===== config.mk =====
export PLATFORM = sky130hd
export DESIGN_NAME = multicycle_controller
export DESIGN_NICKNAME = d
export VERILOG_FILES = /design/src/rtl/multicycle_controller.sv
export SDC_FILE = /design/constraint.sdc
export NUM_CORES = 1
export LEC_CHECK = 0
export BUFFER_PORTS_ARGS = -buffer_cell sky130_fd_sc_hd__buf_2
export CAP_MARGIN = 20
export CORE_ASPECT_RATIO = 0.8
export CORE_UTILIZATION = 34
export CTS_CLUSTER_SIZE = 12
export DETAILED_ROUTE_END_ITERATION = 8
export PLACE_DENSITY = 0.71
export SLEW_MARGIN = 40
export SYNTH_ARGS = -nofsm -noshare
export SYNTH_HDL_FRONTEND = slang
export SYNTH_SLANG_ARGS = --single-unit

===== constraint.sdc =====
create_clock -name clk -period 1.5 [get_ports clk]
set_input_delay 0.15 -clock clk [delete_from_list [all_inputs] [get_ports clk]]
set_output_delay 0.15 -clock clk [all_outputs]
set_load 0.01 [all_outputs]

===== src/rtl/multicycle_controller.sv =====
// Main control FSM for the multi-cycle RISC-V datapath: sequences fetch, decode,
// execute, memory and writeback, and decodes every datapath select and enable.
module multicycle_controller (
    input  logic       clk,
    input  logic       rst_n,
    input  logic [6:0] opcode,
    input  logic [2:0] funct3,
    input  logic       funct7_5,
    input  logic       zero,
    input  logic       neg,
    output logic       pc_write,
    output logic       adr_src,
    output logic       mem_write,
    output logic       ir_write,
    output logic [1:0] result_src,
    output logic [1:0] alu_src_a,
    output logic [1:0] alu_src_b,
    output logic [2:0] alu_control,
    output logic [2:0] imm_src,
    output logic       reg_write,
    output logic [3:0] state,
    output logic       illegal
);
    typedef enum logic [3:0] {
        S_FETCH    = 4'd0,
        S_DECODE   = 4'd1,
        S_MEMADR   = 4'd2,
        S_MEMREAD  = 4'd3,
        S_MEMWB    = 4'd4,
        S_MEMWRITE = 4'd5,
        S_EXEC_R   = 4'd6,
        S_EXEC_I   = 4'd7,
        S_ALUWB    = 4'd8,
        S_BRANCH   = 4'd9,
        S_JAL      = 4'd10,
        S_JALR     = 4'd11,
        S_JALR2    = 4'd12,
        S_LUI      = 4'd13,
        S_ILLEGAL  = 4'd14
    } state_t;

    localparam logic [6:0] OP_R    = 7'b0110011;
    localparam logic [6:0] OP_I    = 7'b0010011;
    localparam logic [6:0] OP_LW   = 7'b0000011;
    localparam logic [6:0] OP_SW   = 7'b0100011;
    localparam logic [6:0] OP_B    = 7'b1100011;
    localparam logic [6:0] OP_JAL  = 7'b1101111;
    localparam logic [6:0] OP_JALR = 7'b1100111;
    localparam logic [6:0] OP_LUI  = 7'b0110111;

    localparam logic [2:0] ALU_ADD = 3'b000;
    localparam logic [2:0] ALU_SUB = 3'b001;
    localparam logic [2:0] ALU_AND = 3'b010;
    localparam logic [2:0] ALU_OR  = 3'b011;
    localparam logic [2:0] ALU_SLT = 3'b100;
    localparam logic [2:0] ALU_XOR = 3'b101;

    state_t cur_state, next_state;
    logic   illegal_q;
    logic   pc_write_c, ir_write_c, mem_write_c, reg_write_c;

    // Branch compares use the ALU flags; neg is not needed for the supported set.
    logic unused_neg;
    assign unused_neg = neg;

    function automatic logic [2:0] alu_decode(input logic [2:0] f3, input logic sub);
        case (f3)
            3'b000:  return sub ? ALU_SUB : ALU_ADD;
            3'b010:  return ALU_SLT;
            3'b100:  return ALU_XOR;
            3'b110:  return ALU_OR;
            3'b111:  return ALU_AND;
            default: return ALU_ADD;
        endcase
    endfunction

    always_ff @(posedge clk) begin
        if (!rst_n) begin
            cur_state <= S_FETCH;
            illegal_q <= 1'b0;
        end else begin
            cur_state <= next_state;
            if (next_state == S_ILLEGAL)
                illegal_q <= 1'b1;
        end
    end

    // Next-state and datapath control decode.
    always_comb begin
        next_state  = S_FETCH;
        pc_write_c  = 1'b0;
        adr_src     = 1'b0;
        mem_write_c = 1'b0;
        ir_write_c  = 1'b0;
        reg_write_c = 1'b0;
        result_src  = 2'b00;
        alu_src_a   = 2'b00;
        alu_src_b   = 2'b00;
        alu_control = ALU_ADD;
        imm_src     = 3'b000;

        case (cur_state)
            S_FETCH: begin
                ir_write_c = 1'b1;
                alu_src_b  = 2'b10;
                result_src = 2'b10;
                pc_write_c = 1'b1;
                next_state = S_DECODE;
            end
            S_DECODE: begin
                alu_src_a = 2'b01;
                alu_src_b = 2'b01;
                case (opcode)
                    OP_B:    imm_src = 3'b010;
                    OP_JAL:  imm_src = 3'b100;
                    OP_SW:   imm_src = 3'b001;
                    OP_LUI:  imm_src = 3'b011;
                    default: imm_src = 3'b000;
                endcase
                case (opcode)
                    OP_LW, OP_SW: next_state = S_MEMADR;
                    OP_R:         next_state = S_EXEC_R;
                    OP_I:         next_state = S_EXEC_I;
                    OP_B:         next_state = (funct3 inside {3'b000, 3'b001, 3'b100, 3'b101})
                                               ? S_BRANCH : S_ILLEGAL;
                    OP_JAL:       next_state = S_JAL;
                    OP_JALR:      next_state = S_JALR;
                    OP_LUI:       next_state = S_LUI;
                    default:      next_state = S_ILLEGAL;
                endcase
            end
            S_MEMADR: begin
                alu_src_a  = 2'b10;
                alu_src_b  = 2'b01;
                imm_src    = (opcode == OP_SW) ? 3'b001 : 3'b000;
                next_state = (opcode == OP_SW) ? S_MEMWRITE : S_MEMREAD;
            end
            S_MEMREAD: begin
                adr_src    = 1'b1;
                next_state = S_MEMWB;
            end
            S_MEMWB: begin
                result_src  = 2'b01;
                reg_write_c = 1'b1;
            end
            S_MEMWRITE: begin
                adr_src     = 1'b1;
                mem_write_c = 1'b1;
            end
            S_EXEC_R: begin
                alu_src_a   = 2'b10;
                alu_control = alu_decode(funct3, funct7_5);
                next_state  = S_ALUWB;
            end
            S_EXEC_I: begin
                alu_src_a   = 2'b10;
                alu_src_b   = 2'b01;
                alu_control = alu_decode(funct3, 1'b0);
                next_state  = S_ALUWB;
            end
            S_ALUWB: begin
                reg_write_c = 1'b1;
            end
            S_BRANCH: begin
                alu_src_a   = 2'b10;
                alu_control = funct3[2] ? ALU_SLT : ALU_SUB;
                case (funct3)
                    3'b000:  pc_write_c = zero;
                    3'b001:  pc_write_c = !zero;
                    3'b100:  pc_write_c = !zero;
                    3'b101:  pc_write_c = zero;
                    default: pc_write_c = 1'b0;
                endcase
            end
            S_JAL, S_JALR2: begin
                pc_write_c = 1'b1;
                alu_src_a  = 2'b01;
                alu_src_b  = 2'b10;
                next_state = S_ALUWB;
            end
            S_JALR: begin
                alu_src_a  = 2'b10;
                alu_src_b  = 2'b01;
                next_state = S_JALR2;
            end
            S_LUI: begin
                imm_src     = 3'b011;
                result_src  = 2'b11;
                reg_write_c = 1'b1;
            end
            S_ILLEGAL: begin
                next_state = S_ILLEGAL;
            end
            default: next_state = S_FETCH;
        endcase
    end

    // Architectural writes are suppressed while reset is held.
    assign pc_write  = pc_write_c  & rst_n;
    assign ir_write  = ir_write_c  & rst_n;
    assign mem_write = mem_write_c & rst_n;
    assign reg_write = reg_write_c & rst_n;
    assign state     = cur_state;
    assign illegal   = illegal_q;

endmodule


After elaboration in Yosys (flattened, before gate mapping):

Cells that the tools add are included.

* flip-flop bits (word level): 5
* bits of input ports: 15
* logic and storage cells: 70
* output and inout port bits: 22

* equality and inequality tests: 29
* muxes and demuxes: 21
* reduce and logical (&&, ||, !) cells: 14
* bitwise operators: 4

Operators with widths (count)
* case mux 4 bit (7 select lines): 2
* == test 4 bit (second input constant): 8
* case mux 3 bit (4 select lines): 2
* == test 7 x 6 -> 1 bit (second input constant): 3
* == test 7 bit (second input constant): 3
* case mux 3 bit (3 select lines): 2
* == test 4 x 3 -> 1 bit (second input constant): 4
* case mux 3 bit (5 select lines): 1
* == test 3 bit (second input constant): 4
* 2-to-1 mux 3 bit: 3
* OR reduction 3 bit: 3
* == test 4 x 2 -> 1 bit (second input constant): 2
* case mux 2 bit (2 select lines): 2
* OR reduction 2 bit: 4
* OR reduction 4 bit: 2
* == test 7 x 2 -> 1 bit (second input constant): 1
* == test 7 x 5 -> 1 bit (second input constant): 1
* 2-to-1 mux 1 bit: 6
* case mux 2 bit (3 select lines): 1
* OR reduction 5 bit: 1
* AND 1 bit: 4
* == test 4 x 1 -> 1 bit (second input constant): 1
* logical NOT 4 bit: 1
* case mux 1 bit (2 select lines): 2
* 5 further kinds: 5

Longest topological paths before layout:

* depth in word-level cells: 6
* mapped depth: 6
* mapped depth without buffers: 5

Worst setup path after synthesis:

OpenSTA, ideal clock, no wires.

* path kind: flip-flop to output port
* start point: register cur_state[3] (netlist: state[3])
* end point: output port pc_write
* arrival: 1.455 ns
* data required time: 1.350 ns
* slack: -0.105 ns
* buffers on the path: 1
* cell stages (with the launch flop): 6
* cells stage by stage: dfxtp_1 clkbuf_1 nor2b_1 a21oi_1 nor2_1 o21a_1

* longest elaborated chain between the ends: 4
* elaborated cells between the ends (all ways): 7
* classes of those cells: eq/ne: 3; mux: 1; bitwise: 1; reduce/logical: 2

Ends and longest elaborated chain
* start: declaration: line 58 `state_t cur_state, next_state;`
* start signal: assignment: line 82 `cur_state <= next_state;`
* == test 4 bit or logical NOT 4 bit (tied branches): line 102 `case (cur_state)`
* OR reduction 3 bit (no source line)
* case mux 1 bit (2 select lines) (*): line 102
* AND 1 bit (*): line 199 `assign pc_write = pc_write_c & rst_n;`
* end: declaration: line 11 `output logic pc_write,`

Every way passes the cells marked *; elsewhere a longest branch is shown, timed or not.

Worst setup path in the final report:

* start point: register cur_state[2] (netlist: state[2])
* end point: output port ir_write

* longest elaborated chain between the ends: 3

Ends and longest elaborated chain
* logical NOT 4 bit: line 102
* 2-to-1 mux 1 bit: line 102
* AND 1 bit: line 200 `assign ir_write = ir_write_c & rst_n;`
* end: declaration: line 14 `output logic ir_write,`

No other way between the ends.

==> impl_metrics.yaml <==
floorplan:
  core_mm2: 0.00200
  num_rows: 14
  pin_count: 37
  die_h_um: 44.3
  start_util: 0.381
  die-width_um: 54.9
  die_area_mm2: 0.00243
job:
  cap_violations: 0
clock_network:
  cts_buffers: 3
  htree_levels: 1
  clk_pin_slew_ns: 0.04
  cts-root-buf: "clkbuf_4"
  tritoncts: "yes"
  clock_latency_ns: 0.24
  cts_num_sinks: 5
  cts_buffer_depth: 2
cells_and_area:
  finalNonFillerCells: 208
  drive_above_1_share: 0.587
  fin_nets: 200
  area_growth_pct: 89.1
  final_area_mm2: 0.00144
  num-fill-cells: 146
  num_antenna_cells: 0
synth:
  synth-edff-count: 0
  synth_top_area_cell: "dfxtp_1"
  synthCells: 118
  synth.most_common_cell: "nand2_1"
  ys_top_cells_by_count: "nand2_1, nor2_1, a21oi_1, nor3_1, o21ai_0"
  ys_ff_latch: 5
  synth_top_cell_area_share: 0.132
  syn-num-nets: 133
  async_flop_share: 0
  syn_area_um2: 761
  ys_warn_count: 0
  synth_area_per_cell_um2: 6.45
  yosys.cell_types.count: 38
  synthFlopType: "dfxtp_1"
  netlist_top_cells_area: "dfxtp_1, nand2_1, xor2_1, nor2_1, a21oi_1"
  synth-seq-area-share: 0.132
placed_design:
  place_area_mm2: 0.00108
  gp_congestion: 0.839
  portBuffers: 35
  dp_cells: 189
  dpl.hpwl_mm: 1.90
critical_path:
  slowest_delay_ns: 0.37
  cp_max_fo: 6
  cpMostUsedCell: "buf_6"
  cp_data_required_time_ns: 1.35
  regToRegSetupSlack_ns: -0.01
  start_kind: "flop"
  crit_arrival_ns: 1.53
  cp-end-kind: "primary output"
  crit_slowest_cell: "dfxtp_4"
  crit_chain: "buf_4 -> nor2_4 -> buf_6 -> buf_6 -> nand2_2 -> nor3_2 -> buf_2"
  crit_type: "reg -> out"
routing:
  wire_per_inst_um: 16.7
  drc: 0
  via_count: 1220
  met2_length_mm: 1.70
  top_layer: "met4"
  viasPerCell: 5.87
  antenna_left: 0
  drtIter0Drc: 71
  routed_wl_mm: 3.47
  dr.pass1.iters: 5
  wl_met3_um: 280
  met1_length_mm: 1.40
timing:
  hold_viol: 0
  rsz0062_at_grt: "yes"
  slew-limit-headroom: 0.762
  finalCritPeriodShare: 1.12
  clock_skew_ns: 0.00168
  period_needed_ns: 1.68
  final.setup.worst_slack_ns: -0.183
  tightest_slew_ns: 0.354
  fmax_mhz: 594
  setup_viol: 16
  report.final.slew_viol_count: 0
global_route:
  grt_pass1_wl_mm: 4.53
  grt_max_degree: 11
  antenna_found_initial: 0
  grt_pass1_vias: 1069
  gr-total-overflow: 0
  grt.total_usage: 0.255
power_and_ir_drop:
  finalPower_mw: 2.42
  p_leak_nw: 0.663
  p_per_area_mw_per_mm2: 1680
  irDropWorstVdd_uv: 1420
run_status:
  run_status: "finished with violations"
  violations: "negative setup slack"
hold_path:
  hold_class: "in -> reg"
==> logic make-up (layout without fill, tap and decap cells) <==
kind of cell,after synthesis,in the layout,share of synthesized area
compound gates,29,29,0.255
xor+xnor,7,7,0.0806
buf+inv,9,75,0.0477
flops,5,5,0.132
mux,2,2,0.0280
simple gates,66,66,0.457
==> power by group <==
group / switching (mW) / internal (mW)
registers: 0.0782 / 0.191
logic: 0.969 / 1.03
clock network: 0.0534 / 0.100
==> cells in the final DEF, fill, tap and decap left out, types with 3 or more instances in the layout <==
cell / Yosys / final
clkbuf_4: 0 / 3
nor3b_2: 0 / 3
buf_2: 2 / 34
nor2_2: 0 / 4
buf_4: 0 / 20
a21oi_1: 7 / 4
buf_6: 0 / 15
nand2b_1: 5 / 4
xor2_1: 5 / 3
a21oi_2: 0 / 3
nor2_1: 10 / 5
o21ai_1: 0 / 5
nand2_1: 17 / 15
nor3_1: 6 / 4
nand3_1: 4 / 4
==> metrics by stage <==
stage,worst slack (ns),hold WS (ns),utilization,TNS [ns]
3_3_place_gp,-0.00995,0.434,0.542,-0.0100
6_report,-0.183,0.262,0.721,-1.41
2_1_floorplan,0.00955,0.353,-,0
3_5_place_dp,-0.0817,0.451,0.542,-0.174
4_1_cts,-0.166,0.256,0.648,-0.961
5_1_grt,-0.253,0.289,0.721,-2.40
==> cell type report <==
cell class,count,area [µm²],share of cell area
multi-input combinational,104,777,0.540
timing repair buffer,69,489,0.340
sequential,5,109,0.0757
tap,24,30.0,0.0209
clock buffer,4,26.3,0.0183
inverter,2,7.51,0.00522
==> flip-flops by register name, summed over array words and instances (netlist names) <==
signal	cells
state	4
illegal	1
==> worst max-delay path, delay by kind of cell (launching register included) <==
family	cells	cell delay [ns]
AND/OR/NAND/NOR	3	0.38
flip-flops	1	0.37
buffers and inverters	4	0.54
==> timing repair <==
action,CTS,global route
resized for setup,30,36
endpoints found under the setup margin,16,19
pin swaps,11,13
hold buffers,0,0
buffers inserted,13,5
==> per-layer routing <==
layer | up-vias | track usage
li1 | 555 | -
met1 | 574 | 0.339
met2 | 79 | 0.424
met3 | 12 | 0.0137
met4 | 0 | 0.103
met5 | - | 0
==> path summary, 6_finish.rpt <==
path                               start        to  depth (start not counted)
worst max-delay path            state[2]  ir_write                          7
worst min-delay path               rst_n   illegal                          3
worst max register to register  state[2]   illegal                          8
worst min register to register   illegal   illegal                          2
Power figures use the tool's default switching activity.
